`src/rtl/calc_sched_pkg.sv`:
```
// calc_sched_pkg: calculator opcodes, scheduler FSM states and opcode support check.
package calc_sched_pkg;

  localparam int unsigned OPW = 3;

  localparam logic [OPW-1:0] OP_SUM  = 3'd1;
  localparam logic [OPW-1:0] OP_MULT = 3'd2;
  localparam logic [OPW-1:0] OP_SUB  = 3'd3;
  localparam logic [OPW-1:0] OP_SQRT = 3'd4;
  localparam logic [OPW-1:0] OP_DIV  = 3'd5;

  typedef enum logic [1:0] {
    ST_IDLE    = 2'd0,
    ST_ISSUE   = 2'd1,
    ST_CAPTURE = 2'd2,
    ST_RESP    = 2'd3
  } calc_sched_state_t;

  // DIV is excluded: the datapath returns zero for it.
  function automatic logic is_supported(input logic [OPW-1:0] opcode);
    return (opcode >= OP_SUM) && (opcode <= OP_SQRT);
  endfunction

endpackage

```
`src/rtl/calc_sched_rr_arbiter.sv`:
```
// rr_arbiter: combinational round-robin pick, searching from last+1 (mod N).
module rr_arbiter #(
  parameter int unsigned N  = 4,
  parameter int unsigned IW = (N > 1) ? $clog2(N) : 1
) (
  input  logic [N-1:0]  req,
  input  logic [IW-1:0] last,
  output logic [N-1:0]  grant,
  output logic [IW-1:0] grant_idx
);

  logic [IW-1:0] w_idx;

  // Scan farthest-to-nearest so the nearest requester after 'last' wins.
  always_comb begin
    grant     = '0;
    grant_idx = '0;
    w_idx     = '0;
    for (int unsigned k = 0; k < N; k++) begin
      w_idx = IW'((32'(last) + N - k) % N);
      if (req[w_idx]) begin
        grant        = '0;
        grant[w_idx] = 1'b1;
        grant_idx    = w_idx;
      end
    end
  end

endmodule

```
`src/rtl/calc_sched.sv`:
```
// calc_sched: round-robin scheduler sharing one calculator between NREQ requesters.
// Optional CALC_SCHED_STATS_EN adds stat_ops/stat_errs response counters.
module calc_sched
  import calc_sched_pkg::*;
#(
  parameter int unsigned DW   = 32,
  parameter int unsigned NREQ = 4,
  parameter int unsigned IDW  = $clog2(NREQ)
) (
  input  logic                calc_clock,
  input  logic                calc_rst,
  input  logic [NREQ-1:0]     req_valid,
  output logic [NREQ-1:0]     req_ready,
  input  logic [3*NREQ-1:0]   req_opcode,
  input  logic [DW*NREQ-1:0]  req_op1,
  input  logic [DW*NREQ-1:0]  req_op2,
  input  logic [NREQ-1:0]     req_sel,
  output logic [2:0]          calc_opcode,
  output logic [DW-1:0]       calc_op_in1,
  output logic [DW-1:0]       calc_op_in2,
  output logic                calc_op_in_sel,
  input  logic [2*DW-1:0]     calc_result,
  input  logic                calc_valid_res,
  output logic                rsp_valid,
  input  logic                rsp_ready,
  output logic [IDW-1:0]      rsp_id,
  output logic [2*DW-1:0]     rsp_data,
  output logic                rsp_err,
  output logic                busy
`ifdef CALC_SCHED_STATS_EN
  ,
  output logic [31:0]         stat_ops,
  output logic [31:0]         stat_errs
`endif
);

  calc_sched_state_t r_state, w_next;

  logic [IDW-1:0]  r_last_grant;
  logic [2:0]      r_opcode;
  logic [DW-1:0]   r_op1, r_op2;
  logic            r_sel;

  logic [NREQ-1:0] w_grant;
  logic [IDW-1:0]  w_gidx;
  logic            w_accept;
  logic            w_drive;
  logic [2:0]      w_sel_opcode, w_hold_opcode;
  logic [DW-1:0]   w_sel_op1, w_sel_op2, w_hold_op1, w_hold_op2;
  logic            w_sel_sel, w_hold_sel;

  rr_arbiter #(.N(NREQ), .IW(IDW)) u_arb (
    .req       (req_valid),
    .last      (r_last_grant),
    .grant     (w_grant),
    .grant_idx (w_gidx)
  );

  // Select the winning requester's payload.
  always_comb begin
    w_sel_opcode = '0;
    w_sel_op1    = '0;
    w_sel_op2    = '0;
    w_sel_sel    = 1'b0;
    for (int unsigned i = 0; i < NREQ; i++) begin
      if (w_gidx == IDW'(i)) begin
        w_sel_opcode = req_opcode[3*i +: 3];
        w_sel_op1    = req_op1[DW*i +: DW];
        w_sel_op2    = req_op2[DW*i +: DW];
        w_sel_sel    = req_sel[i];
      end
    end
  end

  // Next state, accept strobe and combinational ready.
  always_comb begin
    w_next    = r_state;
    w_accept  = 1'b0;
    req_ready = '0;
    case (r_state)
      ST_IDLE: begin
        if (|req_valid) begin
          w_accept  = 1'b1;
          req_ready = w_grant;
          w_next    = is_supported(w_sel_opcode) ? ST_ISSUE : ST_RESP;
        end
      end
      ST_ISSUE:   w_next = ST_CAPTURE;
      ST_CAPTURE: w_next = ST_RESP;
      ST_RESP:    if (rsp_ready) w_next = ST_IDLE;
      default:    w_next = ST_IDLE;
    endcase
  end

  // Values the calculator sees next cycle: fresh payload on accept, else held.
  always_comb begin
    w_hold_opcode = w_accept ? w_sel_opcode : r_opcode;
    w_hold_op1    = w_accept ? w_sel_op1    : r_op1;
    w_hold_op2    = w_accept ? w_sel_op2    : r_op2;
    w_hold_sel    = w_accept ? w_sel_sel    : r_sel;
    w_drive       = (w_next == ST_ISSUE) || (w_next == ST_CAPTURE);
  end

  // State register.
  always_ff @(posedge calc_clock) begin
    if (calc_rst) r_state <= ST_IDLE;
    else          r_state <= w_next;
  end

  // Holding registers, calculator drive and response registers.
  always_ff @(posedge calc_clock) begin
    if (calc_rst) begin
      r_last_grant   <= IDW'(NREQ - 1);
      r_opcode       <= '0;
      r_op1          <= '0;
      r_op2          <= '0;
      r_sel          <= 1'b0;
      calc_opcode    <= '0;
      calc_op_in1    <= '0;
      calc_op_in2    <= '0;
      calc_op_in_sel <= 1'b0;
      rsp_valid      <= 1'b0;
      rsp_id         <= '0;
      rsp_data       <= '0;
      rsp_err        <= 1'b0;
      busy           <= 1'b0;
    end else begin
      r_opcode       <= w_hold_opcode;
      r_op1          <= w_hold_op1;
      r_op2          <= w_hold_op2;
      r_sel          <= w_hold_sel;
      calc_opcode    <= w_drive ? w_hold_opcode : 3'd0;
      calc_op_in1    <= w_drive ? w_hold_op1 : '0;
      calc_op_in2    <= w_drive ? w_hold_op2 : '0;
      calc_op_in_sel <= w_drive ? w_hold_sel : 1'b0;
      rsp_valid      <= (w_next == ST_RESP);
      busy           <= (w_next != ST_IDLE);
      if (w_accept) begin
        r_last_grant <= w_gidx;
        rsp_id       <= w_gidx;
        if (!is_supported(w_sel_opcode)) begin
          rsp_data <= '0;
          rsp_err  <= 1'b1;
        end
      end
      if (r_state == ST_CAPTURE) begin
        rsp_data <= calc_result;
        rsp_err  <= ~calc_valid_res;
      end
    end
  end

`ifdef CALC_SCHED_STATS_EN
  // Completed-response and error-response counters.
  always_ff @(posedge calc_clock) begin
    if (calc_rst) begin
      stat_ops  <= '0;
      stat_errs <= '0;
    end else if (rsp_valid && rsp_ready) begin
      stat_ops <= stat_ops + 32'd1;
      if (rsp_err) stat_errs <= stat_errs + 32'd1;
    end
  end
`endif

endmodule

```
`config.mk`:
```
export PLATFORM = sky130hd
export DESIGN_NAME = calc_sched
export DESIGN_NICKNAME = d
export VERILOG_FILES = /design/src/rtl/calc_sched_pkg.sv /design/src/rtl/calc_sched_rr_arbiter.sv /design/src/rtl/calc_sched.sv
export SDC_FILE = /design/constraint.sdc
export NUM_CORES = 1
export LEC_CHECK = 0
export BUFFER_PORTS_ARGS = -buffer_cell sky130_fd_sc_hd__buf_2
export CORE_ASPECT_RATIO = 0.9
export CORE_UTILIZATION = 30
export CTS_CLUSTER_DIAMETER = 40
export DETAILED_ROUTE_END_ITERATION = 10
export PLACE_DENSITY = 0.66
export SLEW_MARGIN = 0
export SYNTH_ARGS = -nofsm -noshare
export SYNTH_HDL_FRONTEND = slang
export SYNTH_SLANG_ARGS = --single-unit
```
`constraint.sdc`:
```
create_clock -name calc_clock -period 10.3 [get_ports calc_clock]
set_input_delay 1.545 -clock calc_clock [delete_from_list [all_inputs] [get_ports calc_clock]]
set_output_delay 1.545 -clock calc_clock [all_outputs]
set_load 0.02 [all_outputs]
```
==> summary.txt <==
Status
  – Status: finished, final reports clean

Timing
  – Crit path time final: 6440 ps
  – Setup_tns: 0 ps
  – F_max: 155 MHz
  – Setup violators final: 0
  – Max_slew headroom: 31.3%
  – Slew Limit Fails: 0
  – Actual slew at the worst max-slew pin: 1030 ps
  – Unrepaired setup endpoints after global routing: no
  – Fin worst setup slack: 3860 ps
  – Tcrit/Tclk final: 62.5%
  – Final hold violation count: 0
  – Clk_skew: 13.6 ps

Clock tree
  – Clk Latency, worst-skew pair: 550 ps
  – Sink Count: 209
  – CTS clock-pin slew for the worst setup and hold paths: 60 ps
  – Root Driver: clkbuf_16
  – CTS resizes: 0
  – Post-CTS Hold Buffers: 0
  – Deepest clock path buffer count: 3
  – Setup bufs post-CTS: 0
  – Max H-tree Level: 1
  – CTS Buf Count: 31
  – TritonCTS clock tree: yes

Worst setup path
  – CP delay by family, top: simple AND/OR/NAND/NOR gates
  – CP max stage cell: mux4_2
  – Crit-path cells: buf_2 -> mux4_2 -> a211oi_1 -> or3_4 -> mux4_2 -> or3_2 -> buf_4 -> a21o_1 -> and2_1 -> ha_1 -> nand2_2 -> buf_4 -> nor2_1
  – Worst path buffer plus inverter count: 3
  – CP Data Arrival Time: 6850 ps
  – Critical path capture point type: register
  – Required @ worst endpoint: 10720 ps
  – Critical path class: in2reg
  – CP startpoint kind: input port
  – Critical path fanouts, max: 65
  – Highest cell delay on the worst timing path: 660 ps

Global routing
  – First-pass GRT wire length: 56.3 mm
  – Initial antenna violation count: 3
  – GRT Util Overall: 20.4%
  – Global route total overflow: 0
  – Vias in the first global route: 10200
  – Largest net degree at the start of global routing: 93

Floorplan
  – Initial cell density of the core: 30.4%
  – I/O pin total: 485
  – Die area: 34100 µm²
  – Row cnt: 63
  – Die extent in y: 175 µm
  – Die W: 194 µm
  – Core ar.: 32900 µm²

Hold path
  – Type of the most critical hold path: reg2reg

Power
  – Sequential share of power: 29.0%
  – Leakage: 0.00674 µW
  – Switching power total: 1590 µW
  – Clock power share: 28.4%
  – Peak VDD IR: 158 µV
  – Switching Fraction: 41.9%
  – Power share of the combinational group: 42.7%
  – Cell Pwr Density: 278 nW/µm²
  – Internal: 2210 µW

Final layout
  – Area growth from synthesis to layout: 36.8%
  – Finished Core Util: 41.6%
  – Commonest cells after routing, fill and taps aside: buf_2 (483), nand2_1 (342), dfxtp_1 (209), nor2_1 (148), a21oi_1 (72)
  – Net count, final: 2075
  – Share of layout cells above drive strength 1: 32.7%
  – Most common cell after layout, fill and taps aside: buf_2

Yosys
  – Cells after Synth: 1324
  – Ys flop type: dfxtp_1
  – Post-synth EDFFs: 0
  – Synthesized area: 10000 µm²
  – Mean area per synthesized cell: 7.55 µm²
  – #FFs+latches synth: 209
  – Post-Syn Nets: 1677
  – Warnings from Yosys: 0
  – Synth cell types: 41
  – Seq/Total Area, Yosys: 41.8%
  – FFs w/ async S/R, synth: 0%

Drt
  – DRC errors left: 0
  – Vias: 11200
  – First-pass detailed-route iteration total: 5
  – DRT iter0 DRCs: 626
  – Post-Route WL: 36.8 mm
  – Drt wl/cell: 17.0 µm
  – Vias/cell: 5.17
  – Antenna viol nets, final: 0

Place
  – Port Buf Inserts: 484
  – DP Worst Slack: 3260 ps
  – Routability Congestion: 0.888
  – Post-DP HPWL: 26.0 mm

Run
  – Max cap viols: 0
## registers in the layout, indices dropped and copies added (netlist names)
name,cells
calc_op_in_sel,1
busy,1
r_op1,32
r_op2,32
rsp_data,64
rsp_err,1
calc_opcode,3
r_opcode,3
rsp_id,2
calc_op_in1,32
r_sel,1
r_state,2
r_last_grant,2
rsp_valid,1
calc_op_in2,32
## synthesized netlist by cell type (5+ instances only)
cell type | instances | share of area (%)
nor3_1 | 6 | 0.30
buf_2 | 20 | 1.0
dfxtp_1 | 209 | 42
and3_1 | 65 | 4.1
clkbuf_1 | 102 | 3.8
nor3b_1 | 65 | 4.9
nor2_1 | 148 | 5.6
inv_1 | 7 | 0.26
nand3_1 | 68 | 3.4
nand2_1 | 343 | 13
o21ai_0 | 17 | 0.85
ha_1 | 9 | 1.1
a311oi_1 | 65 | 5.7
buf_1 | 11 | 0.41
a21oi_1 | 72 | 3.6
mux2i_1 | 7 | 0.70
a22oi_1 | 5 | 0.38
a32oi_1 | 64 | 5.6
nor2b_1 | 5 | 0.31
## worst register-to-register path, cell delays in order (launching register included)
cell and delay, ps:
dfxtp_1 300, buf_4 270, inv_1 210, ha_1 480, mux2i_1 670, and3_4 320
or3_4 540, mux4_2 650, or3_2 490, buf_4 350, a21o_1 310, and2_1 150
ha_1 330, nand2_2 550, buf_4 500, nor2_1 100
## final cells by class
cell class / instances / area [µm²]
repair buffers: 498 / 2530
diodes: 3 / 7.51
flip-flops and latches: 209 / 4180
fillers: 3428 / 19200
well taps: 422 / 528
inverters: 8 / 30.0
clock inverters: 22 / 241
multi-input cells: 974 / 5310
clock buffers: 36 / 845
## logic make-up after synthesis
logic type               Yosys count  synth area share [%]
AND/OR/NAND/NOR                  713                  32.3
AO/OA/AOI/OAI                    241                  17.6
adder cells (fa/ha/maj)            9                  1.13
buffers and inverters            141                  5.54
flip-flops                       209                  41.8
multiplexers                      11                  1.60
## power groups by stage
stage | clock, µW | combinational, µW | sequential, µW
CTS | 1100 | 1630 | 1100
finish | 1080 | 1620 | 1100
global route | 1140 | 1790 | 1120
global placement | 0 | 1610 | 1110
floorplan | 0 | 973 | 1260
detailed placement | 0 | 1630 | 1120
## through the flow
step           std cells  power (µW)  area [µm²]  hold WS (ps)
4_1_cts             2169        3830       13700           464
2_1_floorplan       1324        2240       10000           434
3_3_place_gp        2111        2730       12600           451
5_1_grt             2172        4050       13700           497
6_report            2172        3800       13700           463
3_5_place_dp        2111        2740       12600           455
## routing by layer
metal  up-vias  share of wire (%)  GRT usage (%)
li1       5447                  -              -
met4         0                2.5           5.82
met1      5291                 43           26.6
met5         -                  0              0
met3        58                7.5           4.88
met2       442                 47           33.4
## final timing paths
check | start | endpoint | slack, ps | cells after the start
max reg2reg | r_last_grant[0] | calc_op_in2[30] | 3960 | 15
max | req_valid[1] | calc_op_in2[30] | 3860 | 13
min reg2reg | r_opcode[2] | r_opcode[2] | 460 | 2
min | r_opcode[2] | r_opcode[2] | 460 | 2
Power figures use the tool's default switching activity.
